### src/rtl/cdc_bus_rx.sv
// cdc_bus_rx
// ----------
// Receive side of a toggle request/acknowledge bus crossing. The source holds
// data_i stable, then flips req_tgl_i. This block synchronizes the toggle,
// captures the word on the detected edge, and offers the word downstream with a
// valid/ready handshake. When the word is accepted, it flips ack_tgl_o so the
// source may launch the next word.
//
// Parameters
//   Width      data bus width in bits (>= 1)
//
// Ports
//   clk_i      destination-domain clock
//   rst_i      synchronous, active-high reset
//   req_tgl_i  request toggle from the source domain (asynchronous)
//   data_i     source data bus, stable while a request is outstanding
//   ack_tgl_o  acknowledge toggle back to the source domain (registered)
//   data_o     captured word
//   valid_o    data_o holds a word that has not been accepted yet
//   ready_i    downstream accepts the word when high together with valid_o
//   err_o      sticky protocol-error flag (request edge while a word is pending)
//
// Build option
//   CDC_BUS_RX_ERR_EN  when defined, protocol-error detection is compiled in.
//                      When undefined, err_o is tied low. Stray request edges
//                      are ignored either way, so the data path is unchanged.

module cdc_bus_rx #(
  parameter int Width = 32
) (
  input  logic             clk_i,
  input  logic             rst_i,
  input  logic             req_tgl_i,
  input  logic [Width-1:0] data_i,
  output logic             ack_tgl_o,
  output logic [Width-1:0] data_o,
  output logic             valid_o,
  input  logic             ready_i,
  output logic             err_o
);

  typedef enum logic {
    IDLE,
    VALID
  } state_t;

  state_t           state_q, state_d;
  logic             req_meta, req_sync, req_prev;
  logic             req_edge;
  logic             capture, accept;
  logic [Width-1:0] data_q;
  logic             ack_q;

  // Two-flop synchronizer plus one history flop for edge detection.
  // req_meta feeds req_sync directly, so metastability has a full cycle to resolve.
  always_ff @(posedge clk_i) begin
    if (rst_i) begin
      req_meta <= 1'b0;
      req_sync <= 1'b0;
      req_prev <= 1'b0;
    end else begin
      req_meta <= req_tgl_i;
      req_sync <= req_meta;
      req_prev <= req_sync;
    end
  end

  // Each level change of the request toggle is one request.
  assign req_edge = req_sync ^ req_prev;

  // Next-state logic and handshake decode.
  // An edge seen in VALID is deliberately not a capture.
  always_comb begin
    state_d = state_q;
    capture = 1'b0;
    accept  = 1'b0;
    valid_o = 1'b0;
    unique case (state_q)
      IDLE: begin
        if (req_edge) begin
          capture = 1'b1;
          state_d = VALID;
        end
      end
      VALID: begin
        valid_o = 1'b1;
        if (ready_i) begin
          accept  = 1'b1;
          state_d = IDLE;
        end
      end
      default: state_d = IDLE;
    endcase
  end

  // data_i is sampled only in the capture cycle. The source protocol keeps
  // data_i stable across that cycle, so per-bit synchronizers are not needed.
  always_ff @(posedge clk_i) begin
    if (rst_i) begin
      state_q <= IDLE;
      data_q  <= '0;
      ack_q   <= 1'b0;
    end else begin
      state_q <= state_d;
      if (capture) begin
        data_q <= data_i;
      end
      if (accept) begin
        ack_q <= ~ack_q;
      end
    end
  end

  assign data_o    = data_q;
  assign ack_tgl_o = ack_q;

`ifdef CDC_BUS_RX_ERR_EN
  logic err_q;

  // Once set, the error flag stays set until reset.
  always_ff @(posedge clk_i) begin
    if (rst_i) begin
      err_q <= 1'b0;
    end else if ((state_q == VALID) && req_edge) begin
      err_q <= 1'b1;
    end
  end

  assign err_o = err_q;
`else
  assign err_o = 1'b0;
`endif

endmodule

### config.mk
export PLATFORM = sky130hd
export DESIGN_NAME = cdc_bus_rx
export DESIGN_NICKNAME = d
export VERILOG_FILES = /design/src/rtl/cdc_bus_rx.sv
export SDC_FILE = /design/constraint.sdc
export NUM_CORES = 1
export LEC_CHECK = 0
export BUFFER_PORTS_ARGS = -buffer_cell sky130_fd_sc_hd__buf_2
export CAP_MARGIN = 20
export CELL_PAD_IN_SITES_DETAIL_PLACEMENT = 1
export CELL_PAD_IN_SITES_GLOBAL_PLACEMENT = 1
export CORE_MARGIN = 2
export CORE_UTILIZATION = 35
export DETAILED_ROUTE_END_ITERATION = 7
export PLACE_DENSITY = 0.91
export SYNTH_ARGS = -nofsm -noshare
export SYNTH_HDL_FRONTEND = slang
export SYNTH_SLANG_ARGS = --single-unit
### constraint.sdc
create_clock -name clk_i -period 2 [get_ports clk_i]
set_input_delay 0.1 -clock clk_i [delete_from_list [all_inputs] [get_ports clk_i]]
set_output_delay 0.1 -clock clk_i [all_outputs]
set_load 0.005 [all_outputs]
==> results of run 1 <==
## worst max-delay path, cell delays in order, from the launching register on
cell and delay, ps:
dfxtp_1 350, xnor2_2 760, buf_4 280, o21ai_0 80, a21oi_1 170
## power groups by stage
stage	Sequential [W]	Clock [W]	Combinational, W
after floorplan	0.000810	0	0.000113
final	0.000790	0.000487	0.000197
after detailed placement	0.000807	0	0.000200
after global placement	0.000806	0	0.000194
after global routing	0.000794	0.000540	0.000224
after CTS	0.000790	0.000505	0.000200
## cell type report
type	instances	area (µm²)	share of cell area
repair buffers	73	375	0.197
multi-input cells	107	643	0.338
flip-flops and latches	37	741	0.389
clock buffers	6	72.6	0.0381
well taps	50	62.6	0.0329
clock inverters	2	10.0	0.00526
## path summary, 6_finish.rpt
| check | start | to | slack [ps] |
|---|---|---|---|
| max | req_prev | data_o[28] | 270 |
| min | req_tgl_i | req_meta | 40 |
| max reg2reg | req_prev | data_o[28] | 270 |
| min reg2reg | req_meta | req_sync | 440 |
## layer usage
metal,up-vias,track usage,part of all wire
li1,692,-,-
met1,648,0.190,0.44
met2,41,0.262,0.49
met3,2,0.0568,0.066
met4,0,0.0515,0.0047
met5,-,0,0
## flip-flops by register name, summed over array words and instances, names as in the netlist
signal,flops
req_sync,1
req_prev,1
state_q,1
req_meta,1
ack_tgl_o,1
data_o,32
## synth_stat cells
master    instances
buf_4             1
o21ai_0          32
dfxtp_1          37
nor2b_1           3
clkbuf_2          2
nand3b_1         32
nand2_1           1
xor2_2            1
conb_1            1
buf_6             3
xor2_1            1
buf_1             1
nor3b_1           1
xnor2_1           1
nor2_1            2
a21oi_1          32
clkbuf_1          7
buf_2             4
## cell usage in the layout, fill, tap and decap left out, types with 2 or more instances in the layout
cell type / n
buf_2: 69
dfxtp_1: 37
nand3b_1: 32
o21ai_0: 32
a21oi_1: 32
clkbuf_8: 5
buf_4: 4
nor2b_1: 3
nor2_1: 2
clkinv_2: 2
## stage by stage
step / util / total power, W
finish: 0.473 / 0.00147
global route: 0.473 / 0.00156
CTS: 0.473 / 0.00150
detailed placement: 0.452 / 0.00101
global placement: 0.452 / 0.00100
floorplan: - / 0.000923
## cells by family after synthesis
family          Yosys count  synth area share
compound gates           64             0.217
buf+inv                  18            0.0686
flops                    37             0.501
simple gates             39             0.188
other cells               1           0.00254
xor+xnor                  3            0.0229
==> results.yml, run 1 <==
run_status:
  status: "finished clean"
logic_synthesis:
  syn-cell-area_um2: 1480
  ys_types: 18
  syn_area_per_cell_um2: 9.12
  ys_warn_count: 0
  yosys-top-cells-area: "dfxtp_1 50%, nand3b_1 16%, a21oi_1 11%"
  syn-instance-count: 162
  synth_seq_cells: 37
  synth_top_cell_by_area: "dfxtp_1"
  synth_top_area_frac: 0.501
  syn_nets: 198
  yosysSeqAreaShare: 0.501
cts:
  cts.path.max_buffers: 2
  cts.sinks: 37
  post_cts_buffers: 0
  hold_buffers: 0
  cts_max_level: 2
  cts_resized: 0
  clk_pin_slew_worst_paths_ps: 60
  numCtsBuffers: 5
  cts_tree: "yes"
  root_buffer: "clkbuf_8"
  clock_latency_ps: 280
floorplanning:
  fp.dieW_um: 69.0
  ios: 71
  fp.coreArea_um2: 4030
  dieArea_um2: 4760
  fp.dieH_um: 69.0
  initial_core_util: 0.367
  fp-row-count: 23
placement:
  dp_cells: 267
  dpl-instance-area_um2: 1820
  place.gp.congestion: 0.686
  dp_hpwl_um: 2450
  preCtsSetupSlack_ps: 230
  port_buffers: 69
final_layout:
  antennaDiodeCount: 0
  stdcell_count: 275
  drive_gt1_frac: 0.364
  final_area_um2: 1900
  areaGrowthSynthToFinish_pct: 28.9
  fill_cells: 503
  design.final.nets: 260
hold_path:
  hold_path.class: "in2reg"
  whs_path_depth: 2
pwr:
  powerDensity_nw_per_um2: 774
  peakVddDrop_uv: 331
  p_sw_w: 0.000366
  power.clock.fraction: 0.330
  switching_share: 0.248
  power_frac_comb: 0.134
  intPower_w: 0.00111
  seq_power_share: 0.536
  cellLeakagePower_nw: 0.812
worst_setup_path:
  required_ps: 2200
  critPathKind: "reg2reg"
  crit_path_end_kind: "flop"
  rr_worst_depth: 4
  cp-start-kind: "flop"
  worstPathArrival_ps: 1930
  crit_fanout: 25
timing:
  setup_viol: 0
  maxSlewViolCount: 0
  hold_violations: 0
  fin_ws_ps: 268
  relSlewSlack: 0.373
  rsz0062_at_grt: "false"
  fin_crit_ps: 1730
  fmax_mhz: 578
  finClkSkew_ps: 7.67
  setup_tns_ps: 0
  holdWs_ps: 37.1
  worstMarginPinSlew_ps: 936
  post-route-period-util: 0.866
detailed_routing:
  ant_nets: 0
  drc: 0
  dr.first_iter.drc_count: 98
  drtPass1Iterations: 4
  wl_per_cell_um: 13.2
  viasPerCell: 5.03
  routed_wl_um: 3640
  route.vias.total: 1383
global_routing:
  grt_pass1_wl_um: 5590
  overflow: 0
  antenna_found_initial: 0
  grtUsageTotal: 0.158
  grt_max_degree: 68
  first_global_vias: 1291
job:
  drv_cap: 0
Note: power is estimated with default switching activity, not from simulation.
==> run 2, diff against run 1 <==
--- a/config.mk
+++ b/config.mk
@@ -11,8 +11,10 @@
 export CELL_PAD_IN_SITES_GLOBAL_PLACEMENT = 1
 export CORE_MARGIN = 2
 export CORE_UTILIZATION = 35
+export CTS_CLUSTER_SIZE = 20
 export DETAILED_ROUTE_END_ITERATION = 7
 export PLACE_DENSITY = 0.91
+export SETUP_SLACK_MARGIN = 0.5
 export SYNTH_ARGS = -nofsm -noshare
 export SYNTH_HDL_FRONTEND = slang
 export SYNTH_SLANG_ARGS = --single-unit
==> results.yml, run 2 (synthesized netlist as in run 1, its figures left out) <==
worst_setup_path:
  critPathKind: "reg2reg"
  crit_fanout: 14
  crit_path_end_kind: "flop"
  cp-start-kind: "flop"
  required_ps: 2210
  worstPathArrival_ps: 1570
timing:
  hold_violations: 0
  relSlewSlack: 0.554
  fin_ws_ps: 636
  holdWs_ps: 32.3
  fin_crit_ps: 1360
  fmax_mhz: 733
  finClkSkew_ps: 7.07
  rsz0062_at_grt: "false"
  worstMarginPinSlew_ps: 670
  maxSlewViolCount: 0
  setup_tns_ps: 0
  post-route-period-util: 0.682
  setup_viol: 0
cts:
  root_buffer: "clkbuf_8"
  hold_buffers: 0
  cts_tree: "yes"
  clk_pin_slew_worst_paths_ps: 70
  clock_latency_ps: 280
  cts_max_level: 2
  numCtsBuffers: 5
  post_cts_buffers: 0
  cts.path.max_buffers: 2
  cts.sinks: 37
final_layout:
  antennaDiodeCount: 0
  drive_gt1_frac: 0.376
  fill_cells: 499
  largest_reg_flops: 32
  layout_commonest_cell: "buf_2"
  fin_util: 0.483
  stdcell_count: 276
  design.final.nets: 261
  final_cell_mix: "69 x buf_2, 35 x dfxtp_1, 32 x nand3b_1, 32 x o21ai_0, 32 x a21oi_1"
  areaGrowthSynthToFinish_pct: 31.7
pwr:
  power.clock.fraction: 0.330
  intPower_w: 0.00111
  powerDensity_nw_per_um2: 763
  switching_share: 0.251
  cellLeakagePower_nw: 0.819
  peakVddDrop_uv: 334
  seq_power_share: 0.534
  p_sw_w: 0.000372
  power_frac_comb: 0.136
detailed_routing:
  drtPass1Iterations: 4
  viasPerCell: 5.00
  routed_wl_um: 3730
  drc: 0
  route.vias.total: 1379
  ant_nets: 0
  wl_per_cell_um: 13.5
  dr.first_iter.drc_count: 100
global_routing:
  grt_pass1_wl_um: 5580
  overflow: 0
  grt_max_degree: 68
  antenna_found_initial: 0
  first_global_vias: 1286
  grtUsageTotal: 0.158
placement:
  dp_hpwl_um: 2450
  place.gp.congestion: 0.686
  dp_cells: 267
  preCtsSetupSlack_ps: 230
  port_buffers: 69
floorplanning:
  ios: 71
  initial_core_util: 0.367
  fp-row-count: 23
  dieArea_um2: 4760
  fp.dieW_um: 69.0
  fp.dieH_um: 69.0
  fp.coreArea_um2: 4030
job:
  drv_cap: 0
hold_path:
  hold_path.class: "in2reg"
run_status:
  status: "finished clean"
==> run 2: cell types whose count changed in the layout (fill, tap and decap cells not counted) <==
cell | previous run | this run
xor2_2 | 1 | 0
dfxtp_1 | 37 | 35
dfxtp_2 | 0 | 2
xnor2_4 | 0 | 1
xor2_4 | 0 | 1
==> run 2: critical path: stages (launching register included) <==
cell	delay [ps]
dfxtp_2	470
xor2_4	310
buf_4	270
nand3b_1	100
a21oi_1	140
==> run 2: per-layer routing <==
metal / up-vias / share of wire / global-route usage
met5: - / 0 / 0
met4: 0 / 0.0088 / 0.0515
met3: 4 / 0.071 / 0.0568
met2: 42 / 0.49 / 0.261
met1: 641 / 0.43 / 0.191
li1: 692 / - / -
==> run 2: path summary, 6_finish.rpt <==
check            start        end  slack, ps  cells past startpoint
max reg2reg   req_sync  data_o[6]        640                      4
max           req_sync  data_o[6]        640                      4
min reg2reg   req_meta   req_sync        440                      1
min          req_tgl_i   req_meta         30                      2
==> run 2: final cells by class <==
| type | instances | area, µm² | share of cell area |
|---|---|---|---|
| sequential | 37 | 743 | 0.382 |
| timing repair buffer | 73 | 375 | 0.193 |
| clock inverter | 2 | 10.0 | 0.00514 |
| multi-input combinational | 108 | 682 | 0.350 |
| clock buffer | 6 | 72.6 | 0.0373 |
| tap | 50 | 62.6 | 0.0322 |
==> run 2: power by group through the flow <==
| stage | combinational (W) | sequential [W] | clock (W) |
|---|---|---|---|
| final | 0.000202 | 0.000793 | 0.000490 |
| after global routing | 0.000230 | 0.000797 | 0.000540 |
| after CTS | 0.000202 | 0.000791 | 0.000505 |
| after detailed placement | 0.000200 | 0.000807 | 0 |
| after global placement | 0.000194 | 0.000806 | 0 |
| after floorplan | 0.000113 | 0.000810 | 0 |
==> run 2: through the flow <==
stage,cell area [µm²],power (W)
2_1_floorplan,1480,0.000923
3_3_place_gp,1820,0.00100
3_5_place_dp,1820,0.00101
4_1_cts,1920,0.00150
5_1_grt,1950,0.00157
6_report,1950,0.00148
==> run 2: timing repair <==
item / CTS / global route
resized for setup: 1 / 3
setup endpoints to repair: 32 / 33
endpoints found under the hold margin: 0 / 0
pin swaps: 0 / 1
gates cloned: 0 / 1
